<file path="config.mk">
export PLATFORM = sky130hd
export DESIGN_NAME = div_iter
export DESIGN_NICKNAME = d
export VERILOG_FILES = /design/src/rtl/div_pkg.sv /design/src/rtl/div_step.sv /design/src/rtl/div_iter.sv
export SDC_FILE = /design/constraint.sdc
export NUM_CORES = 1
export LEC_CHECK = 0
export CAP_MARGIN = 15
export CORE_AREA = 2 2 120 238
export DETAILED_ROUTE_END_ITERATION = 16
export DIE_AREA = 0 0 122 240
export DONT_BUFFER_PORTS = 1
export SLEW_MARGIN = 20
export SYNTH_ARGS = -nofsm -noshare
export SYNTH_HDL_FRONTEND = slang
export SYNTH_SLANG_ARGS = --single-unit
export TNS_END_PERCENT = 5
</file>
<file path="constraint.sdc">
create_clock -name clock -period 9.5 [get_ports clock]
set_clock_uncertainty 0.2 [all_clocks]
set_input_delay 0.475 -clock clock [delete_from_list [all_inputs] [get_ports clock]]
set_output_delay 0.475 -clock clock [all_outputs]
set_load 0.01 [all_outputs]
</file>
<file path="src/rtl/div_pkg.sv">
// ----------------------------------------------------------------------------
// div_pkg
// Shared definitions for the iterative divider:
//   - div_state_e : FSM state encoding (IDLE, CALC, FIX)
//   - div_iters   : number of iteration cycles N = WIDTH / BITS_PER_CYCLE
//   - div_cnt_w   : iteration counter width, $clog2(N + 1)
//   - div_neg_if  : conditional two's-complement negate, used both to take
//                   operand magnitudes and to apply the final sign correction
// No ports (package).
// ----------------------------------------------------------------------------
package div_pkg;

    typedef enum logic [1:0] {
        IDLE = 2'd0,
        CALC = 2'd1,
        FIX  = 2'd2
    } div_state_e;

    // Widest operand the negate helper handles; callers size-cast to and from it.
    localparam int DIV_MAX_W = 64;

    function automatic int div_iters(input int width, input int bpc);
        return width / bpc;
    endfunction

    function automatic int div_cnt_w(input int width, input int bpc);
        return $clog2((width / bpc) + 1);
    endfunction

    // Returns -v when neg is set, v otherwise. Truncating the result back to the
    // operand width gives the correct WIDTH-bit two's-complement value.
    function automatic logic [DIV_MAX_W-1:0] div_neg_if(input logic [DIV_MAX_W-1:0] v,
                                                        input logic                 neg);
        return neg ? (~v + {{(DIV_MAX_W-1){1'b0}}, 1'b1}) : v;
    endfunction

endpackage

</file>
<file path="src/rtl/div_step.sv">
// ----------------------------------------------------------------------------
// div_step
// Purely combinational radix-2^BITS_PER_CYCLE restoring division step.
// The {rem, quo} pair is shifted left one bit at a time; after each shift the
// remainder is compared against the divisor and, when large enough, reduced
// by it while a 1 is retired into the quotient LSB.
// Ports:
//   rem_in  [WIDTH-1:0]  partial remainder before this step
//   quo_in  [WIDTH-1:0]  working dividend/quotient before this step
//   divisor [WIDTH-1:0]  divisor magnitude
//   rem_out [WIDTH-1:0]  partial remainder after BITS_PER_CYCLE bits
//   quo_out [WIDTH-1:0]  working dividend/quotient after BITS_PER_CYCLE bits
// ----------------------------------------------------------------------------
module div_step
    import div_pkg::*;
#(
    parameter int WIDTH          = 32,
    parameter int BITS_PER_CYCLE = 1
) (
    input  logic [WIDTH-1:0] rem_in,
    input  logic [WIDTH-1:0] quo_in,
    input  logic [WIDTH-1:0] divisor,
    output logic [WIDTH-1:0] rem_out,
    output logic [WIDTH-1:0] quo_out
);

    logic [WIDTH:0]   rem_ext;
    logic [WIDTH-1:0] rem_w;
    logic [WIDTH-1:0] quo_w;

    always_comb begin
        rem_ext = '0;
        rem_w   = rem_in;
        quo_w   = quo_in;
        for (int i = 0; i < BITS_PER_CYCLE; i++) begin
            // One extra bit keeps the shifted-out remainder MSB; since the
            // remainder was below the divisor, the shifted value is below
            // 2*divisor and a single subtraction restores it into WIDTH bits.
            rem_ext = {rem_w, quo_w[WIDTH-1]};
            quo_w   = {quo_w[WIDTH-2:0], 1'b0};
            if (rem_ext >= {1'b0, divisor}) begin
                rem_ext  = rem_ext - {1'b0, divisor};
                quo_w[0] = 1'b1;
            end
            rem_w = rem_ext[WIDTH-1:0];
        end
    end

    assign rem_out = rem_w;
    assign quo_out = quo_w;

endmodule

</file>
<file path="src/rtl/div_iter.sv">
// ----------------------------------------------------------------------------
// div_iter
// Multicycle iterative divider for DIV (signed) and DIVU (unsigned).
// Operands are reduced to magnitudes on accept, divided with a restoring
// shift/subtract loop retiring BITS_PER_CYCLE bits per cycle, then sign
// corrected. Result latency from the accepting edge to done is N+1 cycles,
// N = WIDTH / BITS_PER_CYCLE.
// Ports:
//   clock                    rising-edge clock
//   reset                    synchronous active-high reset, aborts any op
//   start                    request, only looked at in IDLE
//   is_signed                1 = DIV, 0 = DIVU, captured with start
//   dividend [WIDTH-1:0]     captured on accepted start
//   divisor  [WIDTH-1:0]     captured on accepted start
//   q        [WIDTH-1:0]     quotient (LO), held until next completion
//   r        [WIDTH-1:0]     remainder (HI), held until next completion
//   busy                     operation in flight
//   done                     single-cycle completion pulse
//   div_by_zero              completed op had a zero divisor
//
// state | meaning
// ------+---------------------------------------------------------------
// IDLE  | waiting for start; results held
// CALC  | N cycles of restoring division on operand magnitudes
// FIX   | sign correction, results written and done raised on exit
// ----------------------------------------------------------------------------
module div_iter
    import div_pkg::*;
#(
    parameter int WIDTH          = 32,
    parameter int BITS_PER_CYCLE = 1
) (
    input  logic             clock,
    input  logic             reset,
    input  logic             start,
    input  logic             is_signed,
    input  logic [WIDTH-1:0] dividend,
    input  logic [WIDTH-1:0] divisor,
    output logic [WIDTH-1:0] q,
    output logic [WIDTH-1:0] r,
    output logic             busy,
    output logic             done,
    output logic             div_by_zero
);

    localparam int N     = div_iters(WIDTH, BITS_PER_CYCLE);
    localparam int CNT_W = div_cnt_w(WIDTH, BITS_PER_CYCLE);
    localparam logic [CNT_W-1:0] CNT_LAST = CNT_W'(N - 1);

    div_state_e       state_q, state_d;
    logic [CNT_W-1:0] cnt_q, cnt_d;
    logic [WIDTH-1:0] rem_q, rem_d;
    logic [WIDTH-1:0] quo_q, quo_d;
    logic [WIDTH-1:0] dvsr_q, dvsr_d;
    logic             q_neg_q, q_neg_d;
    logic             r_neg_q, r_neg_d;
    logic             dbz_q, dbz_d;
    logic [WIDTH-1:0] q_q, q_d;
    logic [WIDTH-1:0] r_q, r_d;
    logic             done_q, done_d;
    logic             div_by_zero_q, div_by_zero_d;

    logic             dvd_neg;
    logic             dvs_neg;
    logic [WIDTH-1:0] dvd_mag;
    logic [WIDTH-1:0] dvs_mag;
    logic [WIDTH-1:0] step_rem;
    logic [WIDTH-1:0] step_quo;
    logic [WIDTH-1:0] fix_q;
    logic [WIDTH-1:0] fix_r;

    // Signs only matter for DIV; DIVU operands are taken as-is.
    assign dvd_neg = is_signed & dividend[WIDTH-1];
    assign dvs_neg = is_signed & divisor[WIDTH-1];
    assign dvd_mag = WIDTH'(div_neg_if(DIV_MAX_W'(dividend), dvd_neg));
    assign dvs_mag = WIDTH'(div_neg_if(DIV_MAX_W'(divisor), dvs_neg));

    // A zero divisor makes every step subtract 0, so the magnitude loop
    // already yields remainder = |dividend|; re-applying the dividend sign
    // restores the raw dividend. Only the quotient must be forced.
    assign fix_q = dbz_q ? '1 : WIDTH'(div_neg_if(DIV_MAX_W'(quo_q), q_neg_q));
    assign fix_r = WIDTH'(div_neg_if(DIV_MAX_W'(rem_q), r_neg_q));

    div_step #(
        .WIDTH          (WIDTH),
        .BITS_PER_CYCLE (BITS_PER_CYCLE)
    ) u_step (
        .rem_in  (rem_q),
        .quo_in  (quo_q),
        .divisor (dvsr_q),
        .rem_out (step_rem),
        .quo_out (step_quo)
    );

    // State and datapath registers.
    always_ff @(posedge clock) begin
        if (reset) begin
            state_q       <= IDLE;
            cnt_q         <= '0;
            rem_q         <= '0;
            quo_q         <= '0;
            dvsr_q        <= '0;
            q_neg_q       <= 1'b0;
            r_neg_q       <= 1'b0;
            dbz_q         <= 1'b0;
            q_q           <= '0;
            r_q           <= '0;
            done_q        <= 1'b0;
            div_by_zero_q <= 1'b0;
        end else begin
            state_q       <= state_d;
            cnt_q         <= cnt_d;
            rem_q         <= rem_d;
            quo_q         <= quo_d;
            dvsr_q        <= dvsr_d;
            q_neg_q       <= q_neg_d;
            r_neg_q       <= r_neg_d;
            dbz_q         <= dbz_d;
            q_q           <= q_d;
            r_q           <= r_d;
            done_q        <= done_d;
            div_by_zero_q <= div_by_zero_d;
        end
    end

    // Next-state logic.
    always_comb begin
        state_d = state_q;
        unique case (state_q)
            IDLE:    if (start) state_d = CALC;
            CALC:    if (cnt_q == CNT_LAST) state_d = FIX;
            FIX:     state_d = IDLE;
            default: state_d = IDLE;
        endcase
    end

    // Datapath next values.
    always_comb begin
        cnt_d         = cnt_q;
        rem_d         = rem_q;
        quo_d         = quo_q;
        dvsr_d        = dvsr_q;
        q_neg_d       = q_neg_q;
        r_neg_d       = r_neg_q;
        dbz_d         = dbz_q;
        q_d           = q_q;
        r_d           = r_q;
        done_d        = 1'b0;
        div_by_zero_d = div_by_zero_q;
        unique case (state_q)
            IDLE: begin
                if (start) begin
                    cnt_d   = '0;
                    rem_d   = '0;
                    quo_d   = dvd_mag;
                    dvsr_d  = dvs_mag;
                    q_neg_d = dvd_neg ^ dvs_neg;
                    r_neg_d = dvd_neg;
                    dbz_d   = (divisor == '0);
                end
            end
            CALC: begin
                rem_d = step_rem;
                quo_d = step_quo;
                cnt_d = cnt_q + CNT_W'(1);
            end
            FIX: begin
                q_d           = fix_q;
                r_d           = fix_r;
                div_by_zero_d = dbz_q;
                done_d        = 1'b1;
            end
            default: ;
        endcase
    end

    // Outputs.
    always_comb begin
        busy        = (state_q != IDLE);
        done        = done_q;
        q           = q_q;
        r           = r_q;
        div_by_zero = div_by_zero_q;
    end

endmodule

</file>
### Word-level counts from Yosys, hierarchy flattened

Index checks and enable logic that the tools add are counted.

| operators by class | value |
|---|---|
| bitwise gates (word level) | 7 |
| reductions and logical operators | 7 |
| equality and inequality tests | 5 |
| $lt $le $gt $ge | 1 |
| add/subtract/negate cells | 6 |
| multiplexer cells | 17 |

Operators by type and width:

| cell | count |
|---|---|
| $mux W32 | 8 |
| $add A32 B1 Y32 const B | 4 |
| $not A32 Y32 | 4 |
| $pmux W32 S2 | 2 |
| $ge A33 B32 Y1 | 1 |
| $logic_not A32 Y1 | 1 |
| $sub A32 B32 Y32 | 1 |
| $pmux W6 S2 | 1 |
| $add A6 B1 Y6 const B | 1 |
| $eq A6 B5 Y1 const B | 1 |
| $mux W6 | 1 |
| $reduce_and A2 Y1 | 3 |
| $mux W2 | 2 |
| $ne A2 B2 Y1 const B | 2 |
| $pmux W2 S2 | 1 |
| $reduce_bool A2 Y1 | 2 |
| $and A1 B1 Y1 | 2 |
| $eq A2 B1 Y1 const B | 1 |
| $eq A2 B2 Y1 const B | 1 |
| $logic_not A2 Y1 | 1 |
| $mux W1 | 2 |
| $xor A1 B1 Y1 | 1 |

| storage, ports and cells | value |
|---|---|
| output and inout bits | 67 |
| logic and storage cells | 55 |
| bits of input ports | 68 |
| flip-flop bits (word level) | 173 |

### Depth between registers and ports, before layout

Gate-level depths: netlist (run 1).

| logic depth | value |
|---|---|
| depth after elaboration | 5 |
| mapped depth | 13 |

### Modules after synthesis

Synthesis (run 1) repeated with hierarchy kept, for this count alone.

| unflattened totals | value |
|---|---|
| cell total of the unflattened synthesis | 1,428 |
| area, all modules | 11,509.8 µm² |

By module, submodules not included:

| module | instances | seq. area each (µm²) | area an instance (µm²) | cells each |
|---|---|---|---|---|
| div_iter | 1 | 3,463.3 | 8,946.1 | 1,074 |
| div_step | 1 | 0.0 | 2,563.7 | 354 |

### Worst setup path before layout (run 1)

Ideal clock, no wire load.

| timing path | value |
|---|---|
| path kind | register -> register |
| from | register dvsr_q[14] |
| to | register rem_q[15] |
| stages on the path, launching flop included | 14 |
| path buffers | 3 |
| data required time | 9.171 ns |
| period minus slack after synthesis | 3.272 ns |
| slack | 6.228 ns |
| data arrival time | 2.943 ns |
| library setup time | 0.129 ns |
| cells stage by stage | dfxtp_1 > inv_1 > ha_1 > clkbuf_1 > a21o_1 > a211o_1 > a211oi_1 > o21ai_0 > a21oi_1 > o221a_2 > clkbuf_1 > buf_2 > mux2i_1 > o21ai_0 |

| between the ends | value |
|---|---|
| longest elaborated chain between the ends | 3 |
| elaborated cells between the ends (all ways) | 4 |
| classes of those cells | add/sub (1); order compare (1); mux (2) |

RTL lines:

| what | RTL line | RTL |
|---|---|---|
| from (decl) | div_iter.sv:54 | `logic [WIDTH-1:0] dvsr_q, dvsr_d;` |
| from (signal assigned) | div_iter.sv:115 | `dvsr_q <= dvsr_d;` |
| $sub A32 B32 Y32 or $ge A33 B32 Y1 (tied branches) | div_step.sv:42, div_step.sv:41 |  |
| $mux W32 (*) | div_step.sv:41 | `if (rem_ext >= {1'b0, divisor}) begin` |
| $pmux W32 S2 (*) | div_iter.sv:150 | `unique case (state_q)` |
| to (signal assigned) | div_iter.sv:113 | `rem_q <= rem_d;` |
| to (decl) | div_iter.sv:52 | `logic [WIDTH-1:0] rem_q, rem_d;` |

Every way passes the cells marked *; elsewhere a longest branch is shown, timed or not.
A chain may end at the register's enable or synchronous reset.

### Final worst setup path (run 1)

| timing path | value |
|---|---|
| from | register rem_q[13] |
| to | register rem_q[0] |

| between the ends | value |
|---|---|
| longest elaborated chain between the ends | 3 |

RTL lines:

| what | RTL line |
|---|---|
| $ge A33 B32 Y1 | div_step.sv:41 |
| $mux W32 | div_step.sv:41 |
| $pmux W32 S2 | div_iter.sv:150 |

Every way passes these cells.

==> results of run 1 <==
## metal layers
layer | vias to the layer above | track usage (%) | part of all wire, %
met5 | - | 0 | 0
met4 | 0 | 17.7 | 7.6
met3 | 86 | 4.22 | 3.2
met2 | 191 | 46.4 | 56
met1 | 4638 | 20.6 | 33
li1 | 4904 | - | -
## worst max-delay path by stage
stage / from / end / slack [ns]
4_1_cts: rem_q[13] / rem_q[0] / 5.42
2_1_floorplan: dvsr_q[14] / rem_q[15] / 6.23
6_report: rem_q[13] / rem_q[0] / 5.73
3_5_place_dp: rem_q[13] / rem_q[0] / 5.44
3_3_place_gp: rem_q[13] / rem_q[0] / 5.46
5_1_grt: rem_q[13] / rem_q[0] / 5.45
## worst max-delay path, delay by kind of cell, from the launching register on
kind	cells	cell delay (ns)
AOI/OAI and AO/OA	7	2.13
muxes	1	0.40
adders and majority gates	1	0.39
DFF	1	0.55
## power groups by stage
stage                     Combinational [mW]  Clock [mW]  Sequential, mW
after floorplan                         1.44           0           0.877
after global placement                  1.80           0           0.949
after detailed placement                1.80           0           0.953
after CTS                               1.82       0.731           0.936
after global routing                    2.01       0.758           0.944
final                                   1.83       0.714           0.937
## sequential cells by signal, indices dropped and copies added (netlist names), 2 cells and up
register,count
cnt_q,6
rem_q,32
state_q,2
quo_q,32
q,32
dvsr_q,32
r,32
## cells in the mapped netlist (all sizes together), types with 3 or more instances
library cell	count	area share, %
dfxtp	173	32
nor2	153	5.3
nand2	124	4.3
a21oi	93	4.3
clkbuf	85	2.9
o21ai	80	3.7
xor2	71	5.7
xnor2	69	5.6
a211oi	68	4.8
inv	58	2.0
ha	37	4.3
nor3	33	1.5
a22oi	30	2.1
nand3	30	1.4
o31ai	30	2.1
mux2i	27	2.5
a21o	25	1.7
o41ai	21	1.8
o22ai	16	0.92
or4	16	1.2
nand2b	15	0.86
or3	15	0.91
nor4	13	0.75
buf	8	0.29
nand4	8	0.46
nor2b	8	0.46
a31oi	7	0.40
and3	7	0.40
a311oi	6	0.48
and2	5	0.29
nor3b	5	0.35
a211o	4	0.32
a22o	4	0.32
a32oi	4	0.32
nand3b	4	0.28
nor4b	4	0.32
or2	4	0.23
o21a	3	0.21
o21bai	3	0.21
## logic make-up after synthesis
| group | count (synthesis) | synth area share [%] |
|---|---|---|
| and+or+nand+nor | 449 | 19.5 |
| AOI/OAI and AO/OA | 410 | 24.9 |
| DFF | 173 | 31.9 |
| buffers and inverters | 151 | 5.24 |
| xor gates and xnor gates | 140 | 11.3 |
| adders and majority gates | 38 | 4.45 |
| muxes | 29 | 2.70 |
## final cells by class
| cell class | count | share of cell area (%) |
|---|---|---|
| multi-input cells | 1066 | 58.3 |
| flip-flops and latches | 173 | 29.5 |
| well taps | 352 | 3.75 |
| clock buffers | 17 | 3.62 |
| inverters | 58 | 1.85 |
| clock inverters | 15 | 1.48 |
| repair buffers | 18 | 1.47 |
## through the flow
step	std cells	total power, mW	cell area, µm²	utilization [%]
after floorplan	1390	2.32	10900	-
after global placement	1659	2.74	11000	40.2
after detailed placement	1659	2.75	11000	40.2
after CTS	1699	3.49	11700	42.8
after global routing	1699	3.72	11700	42.8
final	1699	3.48	11700	42.8
## layout by cell type, fill, tap and decap left out, types with 15 or more instances in the layout
cell type / count
a211oi_1: 67
dfxtp_1: 173
xnor2_1: 69
nor2_1: 152
nand2_1: 124
a22oi_1: 30
nand3_1: 30
inv_1: 58
a21o_1: 25
mux2i_1: 27
nand2b_1: 15
clkbuf_16: 17
nor3_1: 32
o41ai_1: 19
o22ai_1: 16
o21ai_0: 80
xor2_1: 71
a21oi_1: 93
o31ai_1: 30
ha_1: 37
==> summary.txt, run 1 <==
Power
  • Pint: 1.92 mW
  • Leak pwr: between 4 and 5 nW
  • Comb pwr share: 52.6%
  • Pwr dens: 296 nW/µm²
  • Seq pwr share: 26.9%
  • Clk network pwr share: between 20% and 30%
  • Switching power: 1.56 mW
  • Maximum vdd drop: 0.000247 V
  • Switch share: 44.9%

Route
  • Wirelength per Cell: 20.1 µm
  • Pre-Repair DR Iteration Count: 5
  • Residual DRC count: 0
  • Via/cell ratio: 5.78
  • Drt first-iter violations: 373
  • Detailed-route wire length: 34200 µm
  • Via count: 9819
  • Final antenna-violating net count: 0

Floorplan
  • Die X: 122 µm
  • Initial core utilization: 39.5%
  • Core area: ~27000 µm²
  • Die area: approximately 30000 µm²
  • # rows: 86
  • I/O pin count: between 100 and 150
  • Chip height: around 240 µm

Setup path
  • Worst R2R Path Depth: 9
  • Slowest-stage cell, CP: o221a_4
  • Largest stage delay, worst path: 0.71 ns
  • Most used cell, CP: o21ai_0
  • WS Path Type: reg2reg
  • RR Endpoint: rem_q[0]
  • Worst Path Arrival: 3.95 ns
  • Cell Chain, Critical Path: ha_1, a21o_1, a211o_1, a211oi_1, o21ai_0, a21oi_1, o221a_4, mux2_2, o21ai_0
  • Critical Path Sink Type: flop
  • Worst r2r src: rem_q[13]
  • Startpoint types: flop
  • CP Data Required Time: 9.68 ns
  • Worst Path Max Fanout: 39
  • Setup slack, reg-to-reg: between 5 and 6 ns

Timing
  • Hold WS: 0.0220 ns
  • RSZ-0062 raised after global routing: no
  • Worst Slack Setup Final: 5.73 ns
  • Min cycle time layout: approximately 3.8 ns
  • Final period utilization: 39.7%
  • Least-Margin Pin Slew: slightly below 1 ns
  • Total negative setup slack: 0 ns
  • Final setup fails: 0
  • Fmax: 0.265 GHz
  • Relative slew slack: between 30% and 40%
  • Final hold vios: 0
  • Max-slew violations: 0

Clock tree
  • CTS tree: built
  • CTS Root Cell: clkbuf_16
  • Post-CTS setup buffers: 0
  • TritonCTS Buffers: 17
  • Bufs on Longest Clock Path: 2
  • Resize count post-CTS: 0
  • H-tree depth: 4
  • Skew-Pair Late Insertion Delay: 0.45 ns
  • Clock-pin slew on the worst setup and hold paths: 0.07 ns
  • Sinks on the clock net: 173
  • Hold Buf Count CTS: 8

GRT
  • Initial antenna violation count: 0
  • First-pass GRT wire length: 52900 µm
  • Total grt overflow: 0
  • Largest net degree at the start of global routing: 137
  • Vias in the first global route: 9881
  • Total Routing Usage GR: 23.7%

Yosys
  • Post-synth design cell area: approximately 11000 µm²
  • Yosys cell types: 62
  • Seq/Total Area, Yosys: 31.9%
  • Warnings from Yosys: 0
  • Asr flop ratio synth: 0%
  • Mapped Cells: 1390
  • Synth Net Count: 1496
  • Top_reg_cell synth: dfxtp_1
  • Number of synthesized flops with an enable pin: 0
  • Seq cells post-synth: 173
  • Mean Syn Cell Area: 7.81 µm²

Min path
  • Type of the most critical hold path: in2reg
  • Worst hold path cell count: 3
  • Hold Crit Start: dividend[25]
  • Hold endpoint: quo_q[25]

Final layout
  • Fillers: 2874
  • Layout cells sized above 1: 4.60%
  • Nets: ~1400
  • Register area: about 3500 µm²
  • Area Growth Syn to Fin: 8.21%
  • Number of diodes: 0
  • Area of the multi-input gates: between 6000 and 7000 µm²

Run status
  • Status: completed

Placed design
  • # port buffers: 0
  • Post-Place Worst Slack: ~5.4 ns
  • GP Congestion: 0.958
  • DP HPWL: 26200 µm

Job
  • Max-cap viol count: 0
Note: power is estimated with default switching activity, not from simulation.
==> inputs of run 2 (changes only) <==
- clock period: 9.5 -> 3.3 ns (I/O delays scaled with it)
==> run 2 against run 1 <==
Net effect:
- highest routed layer unchanged
- worst hold slack lost 0.0024 ns
- sequential share of layout area shrank 3.4 points
- non-clock buffer count up 167
- worst setup slack got worse by 5.7 ns
- final area increased by 13%
- register-to-register slack got worse by 5.7 ns
- sequential power grew to 2.7 times the previous value
- maximum frequency is 16% higher
- first-iteration DRC count shrank 7.0%
- die area unchanged
- combinational power grew to 3.5 times the previous value
- critical path type unchanged
- largest power group unchanged
- utilization rose by 5.6 points
==> summary.txt, run 2 (synthesized netlist as in run 1, its figures left out) <==
Route
  • Detailed-route wire length: 36700 µm
  • Final antenna-violating net count: 0
  • Via count: 10521
  • Residual DRC count: 0
  • Pre-Repair DR Iteration Count: 5
  • Via/cell ratio: 5.64
  • Drt first-iter violations: 347
  • Wirelength per Cell: approximately 20 µm

Run status
  • Status: completed

Floorplan
  • # rows: 86
  • Die area: 29300 µm²
  • I/O pin count: between 100 and 150
  • Core area: 27400 µm²
  • Chip height: ~240 µm
  • Die X: 122 µm
  • Initial core utilization: 39.5%

Final layout
  • Fillers: 2716
  • Most frequent cells in the layout: 173 x dfxtp_1, 151 x nor2_1, 124 x nand2_1, 101 x dlygate4sd3_1, 93 x a21oi_1
  • Area of the multi-input gates: 6910 µm²
  • Number of diodes: 0
  • Most common cell after layout, fill and taps aside: dfxtp_1
  • Register area: between 3000 and 4000 µm²
  • Design Area, Final: 13300 µm²
  • Area Growth Syn to Fin: 22.4%
  • Nets: ~1600
  • Layout cells sized above 1: 9.32%
  • Fin util: between 40% and 50%

Timing
  • Final period utilization: 98.3%
  • RSZ-0062 raised after global routing: yes
  • Least-Margin Pin Slew: 0.986 ns
  • Final setup fails: 0
  • Relative slew slack: 34.2%
  • Worst Slack Setup Final: 0.0553 ns
  • Max-slew violations: 0
  • Min cycle time layout: 3.24 ns
  • Fmax: 0.308 GHz
  • Total negative setup slack: 0 ns
  • Final hold vios: 0

Setup path
  • Worst Setup SP: quo_q[6]
  • Worst R2R Path Depth: 8
  • Worst Path Arrival: 3.42 ns
  • CP Capture Point: q[29]
  • Worst Path Max Fanout: 5
  • Startpoint types: flop
  • CP delay by family, top: simple AND/OR/NAND/NOR gates
  • Largest stage delay, worst path: approximately 0.55 ns
  • CP Data Required Time: 3.47 ns
  • Worst r2r src: quo_q[6]
  • Cell Chain, Critical Path: or4_4, or4_4, or3_4, or4_4, o41ai_2, xnor2_1, nor3_1, nor3_1
  • CP Depth: 8
  • Critical Path Sink Type: flop
  • Setup slack, reg-to-reg: 0.06 ns
  • RR Endpoint: q[29]
  • Most used cell, CP: or4_4
  • Slowest-stage cell, CP: or4_4
  • Buf/Inv on CP: 0
  • WS Path Type: reg2reg

Power
  • Leak pwr: around 5.3 nW
  • Pwr dens: ~820 nW/µm²
  • Maximum vdd drop: roughly 0.00055 V
  • Pwr Total: ~11 mW

GRT
  • Largest net degree at the start of global routing: 141
  • Total grt overflow: 0
  • Total Routing Usage GR: 25.2%
  • Initial antenna violation count: 0
  • First-pass GRT wire length: 56300 µm
  • Vias in the first global route: 10576

Clock tree
  • Skew-Pair Late Insertion Delay: ~0.47 ns
  • Bufs on Longest Clock Path: 2
  • CTS tree: built
  • H-tree depth: 4
  • TritonCTS Buffers: 17
  • Clock-pin slew on the worst setup and hold paths: 0.07 ns
  • CTS Root Cell: clkbuf_16
  • Sinks on the clock net: 173

Job
  • Max-cap viol count: 0

Placed design
  • GP Congestion: 0.962
  • # port buffers: 0
  • Post-Place Worst Slack: 0.0435 ns
  • DP HPWL: 27800 µm
  • DP Area: 11600 µm²

Min path
  • Type of the most critical hold path: in2reg
## run 2: changes by cell type in the layout (fill, tap and decap cells not counted), sizes merged
cell	delta
clkinv	-1
bufinv	-1
clkbuf	+1
dlygate4sd3	+94
buf	+73
## run 2: timing repair
| action | in CTS | in global routing |
|---|---|---|
| endpoints found under the setup margin | 0 | 21 |
| hold endpoints to repair | 162 | 0 |
| setup buffers | 0 | 2 |
| gates resized for setup | 0 | 10 |
| hold buffers | 102 | 0 |
## run 2: worst min-delay path, stage by stage
cell,delay (ns)
o41ai_1,0.07
xor2_1,0.28
a211oi_1,0.12
## run 2: report_power, final
group / internal, mW / total, mW / switching [mW]
Sequential: 2.28 / 2.50 / 0.216
Clock: 1.01 / 1.98 / 0.968
Combinational: 2.79 / 6.36 / 3.56
## run 2: worst min-delay path by stage
stage                      startpoint    endpoint  cells after the start
after global placement          reset       q[31]                      1
after global routing      divisor[13]  dvsr_q[15]                      3
after CTS                 divisor[24]  dvsr_q[28]                      4
after detailed placement        reset       q[31]                      1
final                     divisor[13]  dvsr_q[15]                      3
after floorplan            divisor[0]   dvsr_q[0]                      2
## run 2: routing by layer
| metal | global-route usage, % | up-vias | part of all wire (%) |
|---|---|---|---|
| met2 | 49.3 | 235 | 56 |
| met1 | 21.6 | 4954 | 32 |
| met5 | 0 | - | 0 |
| li1 | - | 5215 | - |
| met3 | 4.01 | 117 | 3.4 |
| met4 | 20.3 | 0 | 8.5 |
## run 2: per-stage QoR
step | hold slack, ns | instances
floorplan | 0.101 | 1390
global placement | 0.0516 | 1730
detailed placement | 0.0483 | 1730
CTS | 0.00372 | 1863
global route | 0.0189 | 1865
finish | 0.0196 | 1865
## run 2: layout make-up
type                    count  share of cell area (%)
multi-input cells        1066                    52.0
repair buffers            185                    12.7
clock inverters            13                   0.933
well taps                 352                    3.32
flip-flops and latches    173                    26.1
inverters                  58                    1.64
clock buffers              18                    3.31
==> inputs of run 3 (changes only) <==
- ABC_AREA: not set -> 1
- CORE_AREA: 2 2 120 238 -> 2 2 129 256
- DIE_AREA: 0 0 122 240 -> 0 0 131 258
- SKIP_CTS_REPAIR_TIMING: not set -> 1
==> run 3 against run 2 <==
Net effect:
- the flow now finishes with violations (negative hold slack)
- power fell by 25%
- clock power rose by 8%
- final area rose by 8.8%
- largest cell class unchanged
- highest routed layer unchanged
==> summary.txt, run 3 <==
Run status
  • Status: finished with violations
  • Violations in the final reports: negative hold slack

Clock tree
  • Skew-Pair Late Insertion Delay: about 0.46 ns
  • CTS Root Cell: clkbuf_16
  • Clock-pin slew on the worst setup and hold paths: 0.07 ns
  • H-tree depth: 4
  • CTS tree: built
  • TritonCTS Buffers: 17
  • Bufs on Longest Clock Path: 2
  • Sinks on the clock net: between 150 and 200

Route
  • Pre-Repair DR Iteration Count: 6
  • Residual DRC count: 0
  • Drt first-iter violations: 815
  • Detailed-route wire length: roughly 49000 µm
  • Via/cell ratio: 5.29
  • Wirelength per Cell: 19.2 µm
  • Via count: 13568
  • Final antenna-violating net count: 0

GRT
  • Total grt overflow: 0
  • Largest net degree at the start of global routing: 105
  • Total Routing Usage GR: 28.8%
  • Vias in the first global route: 13307
  • Initial antenna violation count: 0
  • First-pass GRT wire length: 72900 µm

Yosys
  • Top-count cell post-synth: nand2_1
  • Mean Syn Cell Area: just over 6 µm²
  • Fraction of the mapped netlist area in simple logic gates: between 30% and 40%
  • Seq cells post-synth: about 170
  • Warnings from Yosys: 0
  • XOR/XNOR Fraction of Synth Area: 4.66%
  • Post-synth design cell area: 12600 µm²
  • Top_reg_cell synth: dfxtp_1
  • Post-synth top area cell: dfxtp_1
  • Seq/Total Area, Yosys: 27.5%
  • Commonest cells post-synth: 539 x nand2_1, 326 x inv_1, 203 x nor2_1
  • Synth Net Count: 2176
  • Number of synthesized flops with an enable pin: 0
  • Share of the synthesized area in the top cell type: 27.5%
  • Mapped Cells: 2070
  • Top cells by area, synth: dfxtp_1 27%, nand2_1 16%, inv_1 9.7%, nand3_1 6.6%, nor2_1 6.0%
  • Asr flop ratio synth: 0%
  • Adder-cell share of the synthesized area: 3.83%
  • Synth Area in Compound Gates: between 10% and 20%
  • Largest family of logic cells by synthesized area: simple AND/OR/NAND/NOR gates
  • Yosys cell types: 50
  • Mux contribution to synthesized area: 0%

Power
  • Pint: 4.48 mW
  • Maximum vdd drop: 0.000368 V
  • Switching power: roughly 3.7 mW
  • Clk network pwr share: 26.1%
  • Pwr dens: 565 nW/µm²
  • Switch share: 45.0%
  • Comb pwr share: ~45%
  • Leak pwr: 6.91 nW
  • Seq pwr share: roughly 29%

Floorplan
  • Core area: 32000 µm²
  • # rows: slightly above 90
  • Initial core utilization: around two fifths
  • Die X: 131 µm
  • I/O pin count: 135
  • Chip height: 258 µm
  • Die area: 33800 µm²

Setup path
  • Largest stage delay, worst path: around 0.5 ns
  • Most used cell, CP: nand2_1
  • Worst Path Arrival: 3.20 ns
  • Setup slack, reg-to-reg: 0.29 ns
  • Cell Chain, Critical Path: ha_1, nand2_1, inv_1, nand2_1, nand2_1, nand2_1, nand2_1, nand2_1, nand2_2, nor2_4, nand2_4, nand2_1, nand3_1, a21oi_1
  • CP delay by family, top: simple AND/OR/NAND/NOR gates
  • Worst Path Max Fanout: 33
  • Slowest-stage cell, CP: nor2_4
  • Startpoint types: flop
  • WS Path Type: reg2reg
  • Buf/Inv on CP: 1
  • Critical Path Sink Type: flop
  • CP Data Required Time: about 3.5 ns

Job
  • Max-cap viol count: 0

Final layout
  • Nets: between 2000 and 2500
  • Design Area, Final: 14500 µm²
  • Most frequent cells in the layout: 539 x nand2_1, 325 x inv_1, 202 x nor2_1, 173 x dfxtp_1, 166 x nand3_1
  • Layout cells sized above 1: roughly 5.4%
  • Area Growth Syn to Fin: 14.7%
  • Layout Cells excl Fill: 2564
  • Number of diodes: 0
  • Most common cell after layout, fill and taps aside: nand2_1

Timing
  • Final period utilization: 91.1%
  • Min cycle time layout: 3.01 ns
  • Total negative setup slack: 0 ns
  • Hold WS: -0.0923 ns
  • Relative slew slack: 37.3%
  • RSZ-0062 raised after global routing: no
  • Fmax: 0.333 GHz
  • Final hold vios: 16
  • Max-slew violations: 0
  • Final setup fails: 0
  • Least-Margin Pin Slew: 0.941 ns

Placed design
  • # port buffers: 0
  • Placed insts: roughly 2500
  • DP HPWL: between 30000 and 40000 µm
  • GP Congestion: ~1.1
  • DP Area: 13000 µm²

Min path
  • Type of the most critical hold path: in2reg
==> run 3: path summary, 6_finish.rpt <==
path / from / endpoint / cells past startpoint
worst max-delay path: rem_q[19] / rem_q[20] / 14
worst min-delay path: divisor[14] / dvsr_q[16] / 5
worst max register to register: rem_q[19] / rem_q[20] / 14
worst min register to register: dbz_q / dbz_q / 2
==> run 3: power groups by stage <==
stage	Sequential [mW]	Combinational, mW	Clock, mW
floorplan	2.35	2.55	0
global placement	2.40	3.52	0
detailed placement	2.41	3.52	0
CTS	2.36	3.54	2.16
global route	2.37	4.07	2.23
finish	2.36	3.67	2.13
==> run 3: metrics by stage <==
| stage | hold slack [ns] | worst slack [ns] | power (mW) | util [%] |
|---|---|---|---|---|
| after floorplan | 0.119 | 1.16 | 4.90 | - |
| after global placement | 0.0489 | 0.344 | 5.92 | 40.7 |
| after detailed placement | 0.0477 | 0.316 | 5.92 | 40.7 |
| after CTS | -0.444 | 0.291 | 8.05 | 42.6 |
| after global routing | -0.00130 | 0.0493 | 8.67 | 45.2 |
| final | -0.0923 | 0.293 | 8.16 | 45.2 |
==> run 3: per-layer routing <==
metal  track usage, %  routed length [µm]
met5                0                   0
met1             24.4               15600
met2             55.1               26800
met3             5.45                1950
met4             23.9                4920
==> run 3: area by class of cell <==
| type | count | area, µm² |
|---|---|---|
| fillers | 3405 | 17500 |
| multi-input cells | 1488 | 7540 |
| flip-flops and latches | 173 | 3460 |
| inverters | 331 | 1240 |
| repair buffers | 113 | 1070 |
| well taps | 427 | 534 |
| clock buffers | 17 | 425 |
| clock inverters | 15 | 180 |
==> run 3: cells by family after synthesis <==
| logic type | after synthesis |
|---|---|
| compound gates | 357 |
| simple gates | 1026 |
| buf+inv | 409 |
| xor+xnor | 67 |
| fa+ha+maj | 38 |
| flops | 173 |
==> run 3: tightest hold or removal path, cell delays in order <==
cell	delay (ns)
o21ai_0	0.05
nand2_1	0.08
xor2_1	0.06
o21ai_0	0.13
inv_1	0.04
